[src/rtl/secuenciador_pkg.sv]
// Shared types for the operation sequencer: FSM states, queued command layout, defaults.
// Latency: none (types and constants only).
// Backpressure: none (types and constants only).
package secuenciador_pkg;

    // Default number of command FIFO entries (power of two).
    localparam int FIFO_DEPTH_DEF = 4;

    // Default width of the retired-command counter.
    localparam int COUNT_W_DEF = 8;

    // Sequencer FSM states.
    typedef enum logic [1:0] {
        ST_IDLE  = 2'd0,
        ST_FETCH = 2'd1,
        ST_EXEC  = 2'd2,
        ST_WRITE = 2'd3
    } state_t;

    // One queued command, exactly as captured at the input handshake.
    typedef struct packed {
        logic        load;   // 1 = immediate load into rd, 0 = ALU operation
        logic [3:0]  op;     // ALU control code
        logic        flag;   // ALU carry/shift-in
        logic [4:0]  rs1;
        logic [4:0]  rs2;
        logic [4:0]  rd;
        logic [15:0] data;   // immediate for loads
    } cmd_t;

    localparam int CMD_W = $bits(cmd_t);

    // Loads have no ALU stage, so they skip EXEC and go straight to WRITE.
    function automatic state_t state_after_fetch(input cmd_t c);
        return c.load ? ST_WRITE : ST_EXEC;
    endfunction

endpackage

[src/rtl/fifo_comandos.sv]
// Command FIFO: circular buffer with registered pointers and occupancy count.
// Latency: a pushed entry is visible at the head one cycle after the push edge.
// Backpressure: full_o blocks pushes; push and pop on the same edge both complete.
module fifo_comandos #(
    parameter int DEPTH  = 4,
    parameter int DATA_W = 8
) (
    input  logic              clk_i,
    input  logic              reset_i,
    input  logic              push_i,
    input  logic [DATA_W-1:0] push_dat_i,
    input  logic              pop_i,
    output logic [DATA_W-1:0] pop_dat_o,
    output logic              full_o,
    output logic              empty_o
);

    localparam int PTR_W = (DEPTH > 1) ? $clog2(DEPTH) : 1;
    localparam logic [PTR_W:0] FULL_CNT = (PTR_W + 1)'(DEPTH);

    logic [DATA_W-1:0] mem_q [DEPTH];
    logic [DATA_W-1:0] mem_d [DEPTH];
    logic [PTR_W-1:0]  wr_ptr_q, wr_ptr_d;
    logic [PTR_W-1:0]  rd_ptr_q, rd_ptr_d;
    logic [PTR_W:0]    cnt_q, cnt_d;
    logic              do_push;
    logic              do_pop;

    assign full_o    = (cnt_q == FULL_CNT);
    assign empty_o   = (cnt_q == '0);
    assign pop_dat_o = mem_q[rd_ptr_q];

    // Guard the strobes so a stray push when full or pop when empty cannot corrupt state.
    assign do_push = push_i && !full_o;
    assign do_pop  = pop_i && !empty_o;

    // Next-state for storage, pointers and occupancy; depth is a power of two so pointers wrap naturally.
    always_comb begin
        mem_d    = mem_q;
        wr_ptr_d = wr_ptr_q;
        rd_ptr_d = rd_ptr_q;
        cnt_d    = cnt_q;
        if (do_push) begin
            mem_d[wr_ptr_q] = push_dat_i;
            wr_ptr_d        = wr_ptr_q + 1'b1;
        end
        if (do_pop) begin
            rd_ptr_d = rd_ptr_q + 1'b1;
        end
        case ({do_push, do_pop})
            2'b10:   cnt_d = cnt_q + 1'b1;
            2'b01:   cnt_d = cnt_q - 1'b1;
            default: cnt_d = cnt_q;
        endcase
    end

    // State registers; reset empties the FIFO immediately.
    always_ff @(posedge clk_i or posedge reset_i) begin
        if (reset_i) begin
            for (int i = 0; i < DEPTH; i++) begin
                mem_q[i] <= '0;
            end
            wr_ptr_q <= '0;
            rd_ptr_q <= '0;
            cnt_q    <= '0;
        end else begin
            mem_q    <= mem_d;
            wr_ptr_q <= wr_ptr_d;
            rd_ptr_q <= rd_ptr_d;
            cnt_q    <= cnt_d;
        end
    end

endmodule

[src/rtl/secuenciador_ops.sv]
// Operation sequencer: queues commands and drives register-bank/ALU controls through IDLE/FETCH/EXEC/WRITE.
// Latency: accept at t0 -> FETCH after t1; ALU write after t3, load write after t2; back-to-back 3 (ALU) / 2 (load) cycles.
// Backpressure: cmd_ready_o = command FIFO not full, independent of cmd_valid_i.
module secuenciador_ops
    import secuenciador_pkg::*;
#(
    parameter int FIFO_DEPTH = FIFO_DEPTH_DEF,
    parameter int COUNT_W    = COUNT_W_DEF
) (
    input  logic               clk_i,
    input  logic               reset_i,
    input  logic               cmd_valid_i,
    output logic               cmd_ready_o,
    input  logic               cmd_load_i,
    input  logic [3:0]         cmd_op_i,
    input  logic               cmd_flag_i,
    input  logic [4:0]         cmd_rs1_i,
    input  logic [4:0]         cmd_rs2_i,
    input  logic [4:0]         cmd_rd_i,
    input  logic [15:0]        cmd_data_i,
    output logic [4:0]         addr_rs1_o,
    output logic [4:0]         addr_rs2_o,
    output logic [4:0]         addr_rd_o,
    output logic [3:0]         alucont_o,
    output logic               flag_o,
    output logic               mux_o,
    output logic [15:0]        data_o,
    output logic               we_o,
    output logic               busy_o,
    output logic               done_o,
    output logic [COUNT_W-1:0] count_o
);

    cmd_t               cmd_in;
    cmd_t               fifo_head;
    logic               fifo_full;
    logic               fifo_empty;
    logic               fifo_push;
    logic               fifo_pop;

    state_t             state_q, state_d;
    cmd_t               cur_q, cur_d;
    logic [COUNT_W-1:0] count_q, count_d;

    logic [4:0]         addr_rs1_q, addr_rs1_d;
    logic [4:0]         addr_rs2_q, addr_rs2_d;
    logic [4:0]         addr_rd_q, addr_rd_d;
    logic [3:0]         alucont_q, alucont_d;
    logic               flag_q, flag_d;
    logic               mux_q, mux_d;
    logic [15:0]        data_q, data_d;
    logic               we_q, we_d;
    logic               done_q, done_d;

    assign cmd_in.load = cmd_load_i;
    assign cmd_in.op   = cmd_op_i;
    assign cmd_in.flag = cmd_flag_i;
    assign cmd_in.rs1  = cmd_rs1_i;
    assign cmd_in.rs2  = cmd_rs2_i;
    assign cmd_in.rd   = cmd_rd_i;
    assign cmd_in.data = cmd_data_i;

    assign cmd_ready_o = !fifo_full;
    assign fifo_push   = cmd_valid_i && !fifo_full;

    fifo_comandos #(
        .DEPTH  (FIFO_DEPTH),
        .DATA_W (CMD_W)
    ) u_fifo (
        .clk_i      (clk_i),
        .reset_i    (reset_i),
        .push_i     (fifo_push),
        .push_dat_i (cmd_in),
        .pop_i      (fifo_pop),
        .pop_dat_o  (fifo_head),
        .full_o     (fifo_full),
        .empty_o    (fifo_empty)
    );

    // FSM next state, head-of-queue pop into the current-command register, and retire counting.
    always_comb begin
        state_d  = state_q;
        cur_d    = cur_q;
        count_d  = count_q;
        fifo_pop = 1'b0;
        case (state_q)
            ST_IDLE: begin
                if (!fifo_empty) begin
                    fifo_pop = 1'b1;
                    cur_d    = fifo_head;
                    state_d  = ST_FETCH;
                end
            end
            ST_FETCH: begin
                state_d = state_after_fetch(cur_q);
            end
            ST_EXEC: begin
                state_d = ST_WRITE;
            end
            ST_WRITE: begin
                // The command retires as WRITE is left; chain straight into the next one if queued.
                count_d = count_q + 1'b1;
                if (!fifo_empty) begin
                    fifo_pop = 1'b1;
                    cur_d    = fifo_head;
                    state_d  = ST_FETCH;
                end else begin
                    state_d = ST_IDLE;
                end
            end
            default: begin
                state_d = ST_IDLE;
            end
        endcase
    end

    // Registered output decode: active states present the current command, IDLE presents all zeros.
    always_comb begin
        addr_rs1_d = '0;
        addr_rs2_d = '0;
        addr_rd_d  = '0;
        alucont_d  = '0;
        flag_d     = 1'b0;
        mux_d      = 1'b0;
        data_d     = '0;
        we_d       = 1'b0;
        done_d     = 1'b0;
        if (state_d != ST_IDLE) begin
            addr_rs1_d = cur_d.rs1;
            addr_rs2_d = cur_d.rs2;
            addr_rd_d  = cur_d.rd;
            alucont_d  = cur_d.op;
            flag_d     = cur_d.flag;
            mux_d      = !cur_d.load;
            data_d     = cur_d.data;
        end
        if (state_d == ST_WRITE) begin
            we_d   = 1'b1;
            done_d = 1'b1;
        end
    end

    // All sequencer state and outputs; reset aborts any command and drops we_o at once.
    always_ff @(posedge clk_i or posedge reset_i) begin
        if (reset_i) begin
            state_q    <= ST_IDLE;
            cur_q      <= '0;
            count_q    <= '0;
            addr_rs1_q <= '0;
            addr_rs2_q <= '0;
            addr_rd_q  <= '0;
            alucont_q  <= '0;
            flag_q     <= 1'b0;
            mux_q      <= 1'b0;
            data_q     <= '0;
            we_q       <= 1'b0;
            done_q     <= 1'b0;
        end else begin
            state_q    <= state_d;
            cur_q      <= cur_d;
            count_q    <= count_d;
            addr_rs1_q <= addr_rs1_d;
            addr_rs2_q <= addr_rs2_d;
            addr_rd_q  <= addr_rd_d;
            alucont_q  <= alucont_d;
            flag_q     <= flag_d;
            mux_q      <= mux_d;
            data_q     <= data_d;
            we_q       <= we_d;
            done_q     <= done_d;
        end
    end

    assign addr_rs1_o = addr_rs1_q;
    assign addr_rs2_o = addr_rs2_q;
    assign addr_rd_o  = addr_rd_q;
    assign alucont_o  = alucont_q;
    assign flag_o     = flag_q;
    assign mux_o      = mux_q;
    assign data_o     = data_q;
    assign we_o       = we_q;
    assign done_o     = done_q;
    assign count_o    = count_q;
    assign busy_o     = (state_q != ST_IDLE) || !fifo_empty;

endmodule

[config.mk]
export PLATFORM = sky130hd
export DESIGN_NAME = secuenciador_ops
export DESIGN_NICKNAME = d
export VERILOG_FILES = /design/src/rtl/secuenciador_pkg.sv /design/src/rtl/fifo_comandos.sv /design/src/rtl/secuenciador_ops.sv
export SDC_FILE = /design/constraint.sdc
export NUM_CORES = 1
export LEC_CHECK = 0
export ABC_AREA = 1
export BUFFER_PORTS_ARGS = -buffer_cell sky130_fd_sc_hd__buf_2
export CAP_MARGIN = 20
export CORE_MARGIN = 5
export CORE_UTILIZATION = 45
export CTS_CLUSTER_DIAMETER = 60
export CTS_CLUSTER_SIZE = 20
export DETAILED_ROUTE_END_ITERATION = 16
export PLACE_DENSITY = 0.61
export SLEW_MARGIN = 20
export SYNTH_ARGS = -nofsm -noshare
export SYNTH_HDL_FRONTEND = slang
export SYNTH_SLANG_ARGS = --single-unit
[constraint.sdc]
create_clock -name clk_i -period 9.4 [get_ports clk_i]
set_input_delay 1.41 -clock clk_i [delete_from_list [all_inputs] [get_ports clk_i]]
set_output_delay 1.41 -clock clk_i [all_outputs]
set_load 0.02 [all_outputs]
==> impl_metrics.tcl <==
set metrics [dict create \
    status "finished, final reports clean" \
    grt_pass1_wl_um 41010 \
    seq_area_um2 6008 \
    hold_class "flop to flop" \
    timing.hold.ws_ns 0.4737 \
    dp_hpwl_um 12980 \
    finalCriticalPeriod_ns 2.875 \
    syn_nets 1331 \
    drt_iter0_markers 713 \
    clock_skew_ns 0.02155 \
    p_leak_nw 6.370 \
    use_met3_pct 3.517 \
    ys.flop_type "dfrtp_1" \
    post-route-cell-area_um2 12290 \
    rows 57 \
    postSynthCellCount 1279 \
    cp.required_ns 7.99 \
    finalSetupViolations 0 \
    rsz0062_at_grt "false" \
    path_max_fanout 4 \
    fin_crit_sh_pct 30.58 \
    cts_hold_buf 0 \
    multi_input_area_um2 3767 \
    synth_seq_cells 240 \
    yosys.cell_types.count 28 \
    nFillCells 2370 \
    ys_warn_count 0 \
    die_width_um 167.8 \
    synth_area_leaders "dfrtp_1 54%, nand2_1 13%, o21ai_2 8.6%" \
    cts_resized 0 \
    track_usage_pct 17.49 \
    synth-edff-count 0 \
    grt_busiest_layer "met2" \
    place_area_um2 11600 \
    critical_path.top_delay_family "flip-flops" \
    drcViolationCount 0 \
    grtUsageMet1_pct 25.05 \
    vias 7885 \
    use_met2_pct 28.30 \
    synth.top_cell.area_share_pct 53.58 \
    post_cts_buffers 0 \
    gr-total-overflow 0 \
    clock_sinks 240 \
    wire_per_inst_um 14.22 \
    layout_common_cells "381 x nand2_1, 238 x inv_1, 238 x dfrtp_1, 115 x nand3_1, 110 x o21ai_2" \
    viasPerCell 4.727 \
    clk_latency_ns 0.51 \
    antenna_found_initial 3 \
    wl_um 23720 \
    path_buf_inv 2 \
    slew_viol_final 0 \
    grt_pass1_vias 7961 \
    tns_ns 0 \
    mostFrequentLayoutCell "nand2_1" \
    drive_above_1_share_pct 19.27 \
    hold_viol 0 \
    tightest_slew_ns 1.034 \
    fmax_mhz 347.8 \
    place.gp.congestion 0.7281 \
    ant_nets 0 \
    io_buffers 88 \
    clk_pin_slew_ns 0.07 \
    synth_top_area_cell "dfrtp_1" \
    nets 1383 \
    die_y_um 167.8 \
    drv_cap 0 \
    synth_area_um2 11210 \
    syn_avg_cell_area_um2 8.764 \
    power_density_nw_per_um2 404.2 \
    criticalPathCategory "flop to primary output" \
    syn2layout_area_growth_pct 9.621 \
    slew-limit-headroom_pct 31.04 \
    yosysSeqAreaShare_pct 53.58 \
    cts_buffers 20 \
    cts_root_buf "clkbuf_16" \
    cp.arrival_ns 1.46 \
    max-vdd-ir-drop_mv 0.2346 \
    async_flop_share_pct 100.0 \
    io_pins 89 \
    start_util_pct 45.96 \
    grt_max_degree 107 \
    cts_tree "done" \
    antenna_cells 0 \
    worstSetupStartpointType "flop" \
    slowest_stage "dfrtp_1" \
    coreArea_um2 24390 \
    clk_path_buf_depth 3 \
    cts_max_level 1 \
    dr.pass1.iters 5 \
    die_area_um2 28170 \
    cp_slowest_stage_delay_ns 0.42 \
    path_cells "inv_1 -> ha_1 -> nand3_1 -> buf_2" \
    end_kind "primary output" \
]
-- power by group --
| part | total (mW) | internal, mW | switching [mW] |
|---|---|---|---|
| clock network | 0.880 | 0.475 | 0.405 |
| logic | 2.33 | 0.768 | 1.56 |
| registers | 1.76 | 1.57 | 0.185 |
-- state kept, by name, indices dropped and copies added, names as in the netlist --
signal and count:
u_fifo.mem_q 148, cur_q 37, data_o 16, count_o 8, addr_rd_o 5, addr_rs1_o 5
addr_rs2_o 5, alucont_o 4, u_fifo.cnt_q 3, state_q 2, u_fifo.rd_ptr_q 2, u_fifo.wr_ptr_q 2
done_o 1, flag_o 1, mux_o 1
-- through the flow --
step | setup WS [ns] | utilization, % | std cells | total power [mW]
2_1_floorplan | 1.402 | - | 1279 | 3.655
3_3_place_gp | 6.288 | 47.56 | 1633 | 4.089
3_5_place_dp | 6.305 | 47.56 | 1633 | 4.145
4_1_cts | 6.490 | 50.38 | 1668 | 5.046
5_1_grt | 6.452 | 50.38 | 1668 | 5.440
6_report | 6.525 | 50.38 | 1668 | 4.967
-- cells in the mapped netlist (4+ instances only) --
master and n:
a21oi_1 4, buf_2 22, buf_4 4, buf_6 33
clkbuf_1 6, dfrtp_1 240, ha_1 11, inv_1 239
nand2_1 382, nand3_1 115, nor2_1 44, nor2_4 5
o21ai_0 18, o21ai_1 22, o21ai_2 110, xor2_1 8
-- cell type report --
class,count,area share (%)
inverters,241,7.423
well taps,324,3.299
multi-input cells,731,30.66
flip-flops and latches,240,48.90
clock buffers,21,4.277
repair buffers,97,4.134
clock inverters,14,1.314
-- worst paths after layout --
check	from	end	slack, ns	cells past startpoint
worst min register to register	count_o[7]	count_o[7]	0.47	1
worst min-delay path	count_o[7]	count_o[7]	0.47	1
min in group asynchronous	reset_i	cur_q[19]	1.04	2
max in group asynchronous	reset_i	u_fifo.mem_q[48]	6.94	3
worst max-delay path	state_q[0]	busy_o	6.53	4
worst max register to register	state_q[0]	u_fifo.cnt_q[2]	6.61	10
-- routing by layer --
layer	vias up	share of wire [%]
li1	3961	-
met1	3759	48
met2	129	45
met3	30	5.3
met4	6	1.4
met5	-	0.18
-- cells by family after synthesis --
family / share of synthesized area (%)
fa+ha+maj: 1.406
compound gates: 10.64
flops: 53.58
mux: 0.1005
buf+inv: 12.90
simple gates: 20.52
xor+xnor: 0.8595
No activity file was read; power rests on OpenSTA's default activity.
